## config.mk

```make
export PLATFORM = sky130hd
export DESIGN_NAME = ps2_key_decoder_flat
export DESIGN_NICKNAME = d
export VERILOG_FILES = /design/src/rtl/ps2_key_decoder_if.sv /design/src/rtl/ps2_key_decoder.sv /design/src/flat_wrapper.sv
export SDC_FILE = /design/constraint.sdc
export NUM_CORES = 1
export LEC_CHECK = 0
export ABC_CLOCK_PERIOD_IN_PS = 6370
export CAP_MARGIN = 20
export CORE_ASPECT_RATIO = 0.6
export CORE_UTILIZATION = 43
export CTS_BUF_LIST = sky130_fd_sc_hd__clkbuf_8
export DETAILED_ROUTE_END_ITERATION = 8
export MAX_ROUTING_LAYER = met4
export SYNTH_ARGS = -nofsm -noshare
export SYNTH_HDL_FRONTEND = slang
export SYNTH_SLANG_ARGS = --single-unit
```

## constraint.sdc

```tcl
create_clock -name Clock_50 -period 6.37 [get_ports Clock_50]
set_input_delay 0.637 -clock Clock_50 [delete_from_list [all_inputs] [get_ports Clock_50]]
set_output_delay 0.637 -clock Clock_50 [all_outputs]
set_load 0.01 [all_outputs]
```

## src/rtl/ps2_key_decoder_if.sv

```systemverilog
// Key-event bus between the PS/2 byte receiver, the key decoder and the
// application logic. The decoder is the slave: it consumes scan-code bytes
// and pop requests, and presents the head of its key-event queue.
interface ps2_key_decoder_if;
    logic [7:0] PS2_code;
    logic       PS2_code_ready;
    logic       event_rd_en;
    logic       event_valid;
    logic [7:0] event_code;
    logic       event_extended;
    logic       event_break;
    logic       fifo_full;
    logic       overflow;
    logic       shift_held;

    modport slave (
        input  PS2_code,
        input  PS2_code_ready,
        input  event_rd_en,
        output event_valid,
        output event_code,
        output event_extended,
        output event_break,
        output fifo_full,
        output overflow,
        output shift_held
    );

    modport master (
        output PS2_code,
        output PS2_code_ready,
        output event_rd_en,
        input  event_valid,
        input  event_code,
        input  event_extended,
        input  event_break,
        input  fifo_full,
        input  overflow,
        input  shift_held
    );
endinterface

```

## src/rtl/ps2_key_decoder.sv

```systemverilog
// PS/2 set-2 key decoder: turns raw scan-code bytes into key events
// (code, extended, make/break), queues them in a show-ahead FIFO and
// tracks whether either Shift key is currently held.
module ps2_key_decoder #(
    parameter int FIFO_DEPTH = 4
) (
    input  logic              Clock_50,
    input  logic              Resetn,
    ps2_key_decoder_if.slave  bus
);

    localparam int ADDR_W = $clog2(FIFO_DEPTH);
    localparam int CNT_W  = ADDR_W + 1;

    localparam logic [2:0] S_IDLE    = 3'd0;
    localparam logic [2:0] S_EXT     = 3'd1;
    localparam logic [2:0] S_BRK     = 3'd2;
    localparam logic [2:0] S_EXT_BRK = 3'd3;
    localparam logic [2:0] S_SKIP    = 3'd4;

    logic              ready_q;
    logic              new_byte;
    logic [2:0]        state;
    logic [2:0]        state_next;
    logic [2:0]        skip_cnt;
    logic [2:0]        skip_next;
    logic              emit;
    logic              emit_ext;
    logic              emit_brk;
    logic [7:0]        byte_in;

    logic [7:0]        code_mem [FIFO_DEPTH];
    logic              ext_mem  [FIFO_DEPTH];
    logic              brk_mem  [FIFO_DEPTH];
    logic [ADDR_W-1:0] wr_ptr;
    logic [ADDR_W-1:0] rd_ptr;
    logic [CNT_W-1:0]  count;
    logic              full;
    logic              pop;
    logic              push_ok;
    logic              overflow_q;
    logic              shift_l;
    logic              shift_r;

    assign byte_in  = bus.PS2_code;
    assign new_byte = bus.PS2_code_ready & ~ready_q;
    assign full     = (count == CNT_W'(FIFO_DEPTH));
    assign pop      = bus.event_rd_en & (count != '0);
    assign push_ok  = emit & (~full | pop);

    // Register the ready level so each byte produces a single rising-edge strobe
    always_ff @(posedge Clock_50 or negedge Resetn) begin
        if (!Resetn) begin
            ready_q <= 1'b0;
        end else begin
            ready_q <= bus.PS2_code_ready;
        end
    end

    // Prefix decoding: decide the next state and whether this byte completes a key event
    always_comb begin
        state_next = state;
        skip_next  = skip_cnt;
        emit       = 1'b0;
        emit_ext   = 1'b0;
        emit_brk   = 1'b0;
        if (new_byte) begin
            case (state)
                S_IDLE: begin
                    case (byte_in)
                        8'hE0: state_next = S_EXT;
                        8'hF0: state_next = S_BRK;
                        8'hE1: begin
                            state_next = S_SKIP;
                            skip_next  = 3'd7;
                        end
                        8'h00, 8'hAA, 8'hEE, 8'hFA,
                        8'hFC, 8'hFE, 8'hFF: state_next = S_IDLE;
                        default: emit = 1'b1;
                    endcase
                end
                S_EXT: begin
                    case (byte_in)
                        8'hF0: state_next = S_EXT_BRK;
                        8'hE0: state_next = S_EXT;
                        8'h12: state_next = S_IDLE;
                        default: begin
                            emit       = 1'b1;
                            emit_ext   = 1'b1;
                            state_next = S_IDLE;
                        end
                    endcase
                end
                S_BRK: begin
                    state_next = S_IDLE;
                    if (byte_in != 8'hE0 && byte_in != 8'hE1 && byte_in != 8'hF0) begin
                        emit     = 1'b1;
                        emit_brk = 1'b1;
                    end
                end
                S_EXT_BRK: begin
                    state_next = S_IDLE;
                    if (byte_in != 8'h12 && byte_in != 8'hE0 &&
                        byte_in != 8'hE1 && byte_in != 8'hF0) begin
                        emit     = 1'b1;
                        emit_ext = 1'b1;
                        emit_brk = 1'b1;
                    end
                end
                S_SKIP: begin
                    skip_next = skip_cnt - 3'd1;
                    if (skip_cnt <= 3'd1) begin
                        skip_next  = 3'd0;
                        state_next = S_IDLE;
                    end
                end
                default: begin
                    state_next = S_IDLE;
                    skip_next  = 3'd0;
                end
            endcase
        end else if (state > S_SKIP) begin
            state_next = S_IDLE;
        end
    end

    // Prefix state and pause-sequence skip counter
    always_ff @(posedge Clock_50 or negedge Resetn) begin
        if (!Resetn) begin
            state    <= S_IDLE;
            skip_cnt <= 3'd0;
        end else begin
            state    <= state_next;
            skip_cnt <= skip_next;
        end
    end

    // Event queue: write on accepted push, advance head on pop, count tracks occupancy
    always_ff @(posedge Clock_50 or negedge Resetn) begin
        if (!Resetn) begin
            for (int i = 0; i < FIFO_DEPTH; i++) begin
                code_mem[i] <= 8'h00;
                ext_mem[i]  <= 1'b0;
                brk_mem[i]  <= 1'b0;
            end
            wr_ptr <= '0;
            rd_ptr <= '0;
            count  <= '0;
        end else begin
            if (push_ok) begin
                code_mem[wr_ptr] <= byte_in;
                ext_mem[wr_ptr]  <= emit_ext;
                brk_mem[wr_ptr]  <= emit_brk;
                wr_ptr           <= wr_ptr + 1'b1;
            end
            if (pop) begin
                rd_ptr <= rd_ptr + 1'b1;
            end
            if (push_ok && !pop) begin
                count <= count + 1'b1;
            end else if (pop && !push_ok) begin
                count <= count - 1'b1;
            end
        end
    end

    // Sticky flag for events lost because the queue was full
    always_ff @(posedge Clock_50 or negedge Resetn) begin
        if (!Resetn) begin
            overflow_q <= 1'b0;
        end else if (emit && !push_ok) begin
            overflow_q <= 1'b1;
        end
    end

    // Shift tracking follows every decoded non-extended Shift event, even dropped ones
    always_ff @(posedge Clock_50 or negedge Resetn) begin
        if (!Resetn) begin
            shift_l <= 1'b0;
            shift_r <= 1'b0;
        end else if (emit && !emit_ext) begin
            if (byte_in == 8'h12) begin
                shift_l <= ~emit_brk;
            end
            if (byte_in == 8'h59) begin
                shift_r <= ~emit_brk;
            end
        end
    end

    assign bus.event_valid    = (count != '0);
    assign bus.event_code     = code_mem[rd_ptr];
    assign bus.event_extended = ext_mem[rd_ptr];
    assign bus.event_break    = brk_mem[rd_ptr];
    assign bus.fifo_full      = full;
    assign bus.overflow       = overflow_q;
    assign bus.shift_held     = shift_l | shift_r;

endmodule
```

## src/flat_wrapper.sv

```systemverilog
// flat-port wrapper written by rule: the top's interface ports become plain ports
module ps2_key_decoder_flat 
#(
    parameter int FIFO_DEPTH = 4
)
  (Clock_50, Resetn, bus_PS2_code, bus_PS2_code_ready, bus_event_rd_en, bus_event_valid, bus_event_code, bus_event_extended, bus_event_break, bus_fifo_full, bus_overflow, bus_shift_held);
  ps2_key_decoder_if bus_i ();
  input  logic Clock_50;
  input  logic Resetn;
  input wire logic [$bits(bus_i.PS2_code)-1:0] bus_PS2_code;
  input wire logic [$bits(bus_i.PS2_code_ready)-1:0] bus_PS2_code_ready;
  input wire logic [$bits(bus_i.event_rd_en)-1:0] bus_event_rd_en;
  output wire logic [$bits(bus_i.event_valid)-1:0] bus_event_valid;
  output wire logic [$bits(bus_i.event_code)-1:0] bus_event_code;
  output wire logic [$bits(bus_i.event_extended)-1:0] bus_event_extended;
  output wire logic [$bits(bus_i.event_break)-1:0] bus_event_break;
  output wire logic [$bits(bus_i.fifo_full)-1:0] bus_fifo_full;
  output wire logic [$bits(bus_i.overflow)-1:0] bus_overflow;
  output wire logic [$bits(bus_i.shift_held)-1:0] bus_shift_held;
  assign bus_i.PS2_code = bus_PS2_code;
  assign bus_i.PS2_code_ready = bus_PS2_code_ready;
  assign bus_i.event_rd_en = bus_event_rd_en;
  assign bus_event_valid = bus_i.event_valid;
  assign bus_event_code = bus_i.event_code;
  assign bus_event_extended = bus_i.event_extended;
  assign bus_event_break = bus_i.event_break;
  assign bus_fifo_full = bus_i.fifo_full;
  assign bus_overflow = bus_i.overflow;
  assign bus_shift_held = bus_i.shift_held;
  ps2_key_decoder #(.FIFO_DEPTH(FIFO_DEPTH)) u_core (.Clock_50(Clock_50), .Resetn(Resetn), .bus(bus_i));
endmodule
```

==> After elaboration in Yosys (flattened, before gate mapping) <==
Index checks and enable logic that the tools add are counted.
{ "word_totals": {"input_bits": 12, "output_inout_bits": 14, "wordCells": 128, "regBits": 57} }
{ "classes": {"n_lt_le_gt_ge": 5, "n_addsub": 5, "bitwise": 11, "reduce_logical": 26, "n_eq_ne": 23, "mux": 37} }
{ "ops": {"columns": ["operator", "n"], "rows": [
  ["$eq A8 B8 Y1 const B", 9],
  ["$bwmux W32", 1],
  ["$mux W8", 3],
  ["$ne A8 B8 Y1 const B", 3],
  ["$mux W3", 7],
  ["$pmux W3 S3", 2],
  ["$bmux W8 S2", 1],
  ["$demux W8 S2", 1],
  ["$mux W1", 12],
  ["$pmux W3 S4", 1],
  ["$logic_and A1 B1 Y1", 10],
  ["$reduce_or A10 Y1", 1],
  ["$bwmux W4", 2],
  ["$eq A8 B5 Y1 const B", 1],
  ["$eq A8 B7 Y1 const B", 1],
  ["$logic_not A8 Y1", 1],
  ["$ne A8 B5 Y1 const B", 1],
  ["$reduce_or A7 Y1", 1],
  ["$eq A3 B2 Y1 const B", 2],
  ["$eq A3 B3 Y1 const B", 2],
  ["$ge A3 B3 Y1 const B", 2],
  ["$ne A6 B6 Y1 const B", 1],
  ["$not A2 Y3", 2],
  ["$reduce_and A3 Y1", 2],
  ["other kinds (23)", 38]
]} }

==> Depth between registers and ports, before layout <==
{ "depth": {"word_depth": 12, "mapped_depth": 13, "mapped_depth_nobuf": 12} }

==> Least setup slack after synthesis <==
No wires, ideal clock.
{ "synth_timing": {"path_kind": "input -> register", "from": "in bus_PS2_code[2]", "to": "reg u_core.count[1]", "setup_ps": 125, "t_arrival_ps": 2864, "required_time_ps": 6245, "n_path_buf": 1, "setup_slack_ps": 3382, "stages": 11, "path_cell_list": "buf_4 nor4b_4 or3b_4 nand3b_4 o211ai_4 nand2_1 inv_1 ha_1 inv_1 fa_1 mux2_2"} }
{ "synth_via": {"elab_chain_len": 11, "word_cells_on_any_way": 34, "cone_classes": "eq/ne (14); mux (7); bitwise (1); reduce/logical (12)"} }
{ "synth_rtl": {"columns": ["element", "line", "rtl"], "rows": [
  ["start: declaration", "flat_wrapper.sv:10", "input wire logic [$bits(bus_i.PS2_code)-1:0] bus_PS2_code;"],
  ["branches (longest 5 deep; another with $reduce_or A10 Y1)", null, null],
  ["$pmux W1 S4 *", "ps2_key_decoder.sv:68", "case (state)"],
  ["$mux W1 *", "ps2_key_decoder.sv:67", "if (new_byte) begin"],
  ["$and A1 B1 Y1 *", "ps2_key_decoder.sv:49", "assign push_ok = emit & (~full | pop);"],
  ["via u_core.push_ok", "ps2_key_decoder.sv:40", "logic push_ok;"],
  ["$logic_not A1 Y1", "ps2_key_decoder.sv:161", "end else if (pop && !push_ok) begin"],
  ["$logic_and A1 B1 Y1", "ps2_key_decoder.sv:161", null],
  ["$reduce_bool A2 Y1 (no line)", null, null],
  ["end signal: assignment", "ps2_key_decoder.sv:160", "count <= count + 1'b1;"],
  ["end signal: assignment", "ps2_key_decoder.sv:162", "count <= count - 1'b1;"],
  ["end: declaration", "ps2_key_decoder.sv:37", "logic [CNT_W-1:0] count;"]
]} }
Mark *: on every way through the listed nets, which the timed path passes.
A chain may end at the register's enable or synchronous reset.

==> Final worst setup path <==
{ "layout_timing": {"from": "in bus_PS2_code[2]", "to": "reg u_core.count[2]"} }
The elaborated chain is that of the path after synthesis.

==> flow_summary.ini <==
[setup_path]
worstSetupPathType = in2reg
startpoint_type = input pin
arrival_ps = 3680
worst-path-max-fanout = 10
cp.required_ps = 6640
worstRegToRegCells = 12
critPathCaptureType = register

[synthesis]
syn_area_sq_um = 3220
netlist_instances = 235
synth_top_family_by_area = multiplexers
synth_compound_gate_area_share_pct = 6.42
yosys_warnings = 0
synthesis.nets = 255
yosysMostFrequentCell = dfrtp_1
synthAdderAreaFrac_pct = 3.35
yosys.area_share.simple_pct = 14.0
syn_avg_cell_area_sq_um = 13.7
synth.area.mux_share_pct = 27.1
ys_ff_latch = 57
synth_top_area_cell = dfrtp_1
ys_top_cells_by_area = dfrtp_1 (44%), mux2_4 (19%), mux4_2 (7.0%), ha_1 (2.7%), nor2_1 (2.2%)
synth_cell_types = 54
seq_area_frac_synth_pct = 44.3
synth_ff_type = dfrtp_1
synth_edf_count = 0
yosysTopAreaCellShare_pct = 44.3
synth_common_cells = dfrtp_1 (57), mux2_4 (40), nor2_1 (19)
synth_async_sr_flop_share_pct = 100
synth-xor-area-share_pct = 1.91

[route]
dr.pass1.iters = 4
dr.max_layer_used = met4
antenna_left = 0
drt_wl_total_um = 6460
wl_met2_um = 2650
met3_length_um = 323
wl_met1_um = 3400
routed-via-count = 1934
drt_iter0_markers = 124
drc_errors = 0
wl_per_cell_um = 17.6
viasPerCell = 5.28

[global_route]
grt.overflow.total = 0
grt_pass1_vias = 2000
grt_antenna_before_repair = 0
grt_use_total_pct = 20.2
grt_pass1_wl_um = 11000
grt_max_degree = 58

[finish]
finish.utilization_pct = 54.3
areaGrowthSynthToFinish_pct = 17.0
diodes = 0
nFillCells = 602
final_nets = 281
drive_above_1_share_pct = 32.3

[timing]
post-route-min-period_ps = 3400
rsz0062_at_grt = false
clock_skew_ps = 5.85
final_max_slew_viol_count = 0
max-slew-margin-rel_pct = 49.8
setup_viol = 0
finalSetupTns_ps = 0
period_share_pct = 53.4
tightestPinTransition_ps = 753
hold_viol = 0
fmax_mhz = 294

[pwr]
ir_drop_mv = 0.184
leakage_nw = 1.72
power_mw = 1.64
powerDensity_nw_per_um2 = 435

[cts]
clock-root-buffer = clkbuf_8
cts_buffers = 9
cts_max_level = 3
clock_path_buffers = 2
clkTransAtPathRegs_ps = 70
clock_latency_ps = 350
cts_setup_buffers = 0
cts_tree = built
ctsHoldBuffers = 0
cts.sinks = 57
cts_resized = 0

[place]
io_buffers = 25
dp_hpwl_um = 4360
globalplace.congestion = 0.849

[floorplan]
num_rows = 23
dieHeight_um = 69.0
dieWidth_um = 114
num_io_pins = 26
die-area_sq_um = 7840
initial_core_util_pct = 46.4
core_area_sq_um = 6940

[outcome]
status = finished, final reports clean

[flow_run]
drv_cap = 0

[min_path]
hold_class = in2async
cells in the final DEF (no fill, tap or decap), types with 3 or more instances in the layout:
cell type,netlist,layout
inv_1,9,9
a21oi_1,6,6
clkdlybuf4s50_1,0,24
xnor2_1,5,5
dfrtp_1,57,57
nor2_1,19,19
nand3_1,3,3
ha_1,7,7
mux4_2,10,10
nand3_4,4,4
mux2_4,40,40
o21ai_1,4,4
nor3_1,3,3
or3_1,4,4
clkbuf_8,0,11
o31ai_1,3,3
nand2_1,7,7
flip-flops by register name, indices dropped and copies added, names as in the netlist:
| name | cells |
|---|---|
| u_core.code_mem | 32 |
| u_core.brk_mem | 4 |
| u_core.ext_mem | 4 |
| u_core.count | 3 |
| u_core.skip_cnt | 3 |
| u_core.state | 3 |
| u_core.rd_ptr | 2 |
| u_core.wr_ptr | 2 |
| u_core.bus.overflow | 1 |
| u_core.ready_q | 1 |
| u_core.shift_l | 1 |
| u_core.shift_r | 1 |
stage by stage:
step           worst slack [ps]  cells  area [sq um]  hold slack, ps
2_1_floorplan              3380    235          3220             341
3_3_place_gp               2640    350          3530             474
3_5_place_dp               2600    350          3530             476
4_1_cts                    2960    366          3760             455
5_1_grt                    2720    366          3760             484
6_report                   2970    366          3760             422
worst max-delay path, cell delays in order:
cell	delay (ps)
clkdlybuf4s50_1	760
and4b_1	260
mux2i_2	210
o41ai_4	120
o211ai_4	370
nand2_1	190
inv_1	90
ha_1	180
inv_1	60
fa_1	370
xor2_1	150
nor2_1	120
xor2_1	150
kinds of logic (layout without fill, tap and decap cells):
kind of cell / after synthesis / after routing
fa+ha+maj: 8 / 8
simple gates: 64 / 64
mux: 54 / 54
compound gates: 25 / 25
xor+xnor: 7 / 7
flops: 57 / 57
buf+inv: 20 / 51
cell type report:
class	instances	area (sq um)	area share [%]
multi-input combinational	158	1700	45.1
clock buffer	11	151	4.02
clock inverter	5	77.6	2.06
inverter	9	33.8	0.898
sequential	57	1430	37.9
tap	100	125	3.32
timing repair buffer	26	253	6.72
power by group:
group / switching [mW] / internal (mW) / total (mW)
Combinational: 0.201 / 0.417 / 0.618
Sequential: 0.125 / 0.504 / 0.629
Clock: 0.150 / 0.240 / 0.390
Total: 0.475 / 1.16 / 1.64
layer usage:
layer	global-route usage, %	vias up
li1	-	903
met1	27.5	977
met2	27.8	45
met3	7.26	9
met4	6.41	0
met5	-	-
path summary, 6_finish.rpt:
path | startpoint | end | slack (ps)
setup reg to reg | u_core.state[1] | u_core.count[2] | 3520
max in group asynchronous | Resetn | u_core.code_mem[28] | 5440
setup / recovery | bus_PS2_code[2] | u_core.count[2] | 2970
hold / removal | Resetn | u_core.ready_q | 420
min in group Clock_50 | u_core.bus.overflow | u_core.bus.overflow | 480
hold reg to reg | u_core.bus.overflow | u_core.bus.overflow | 480
Power figures use the tool's default switching activity.
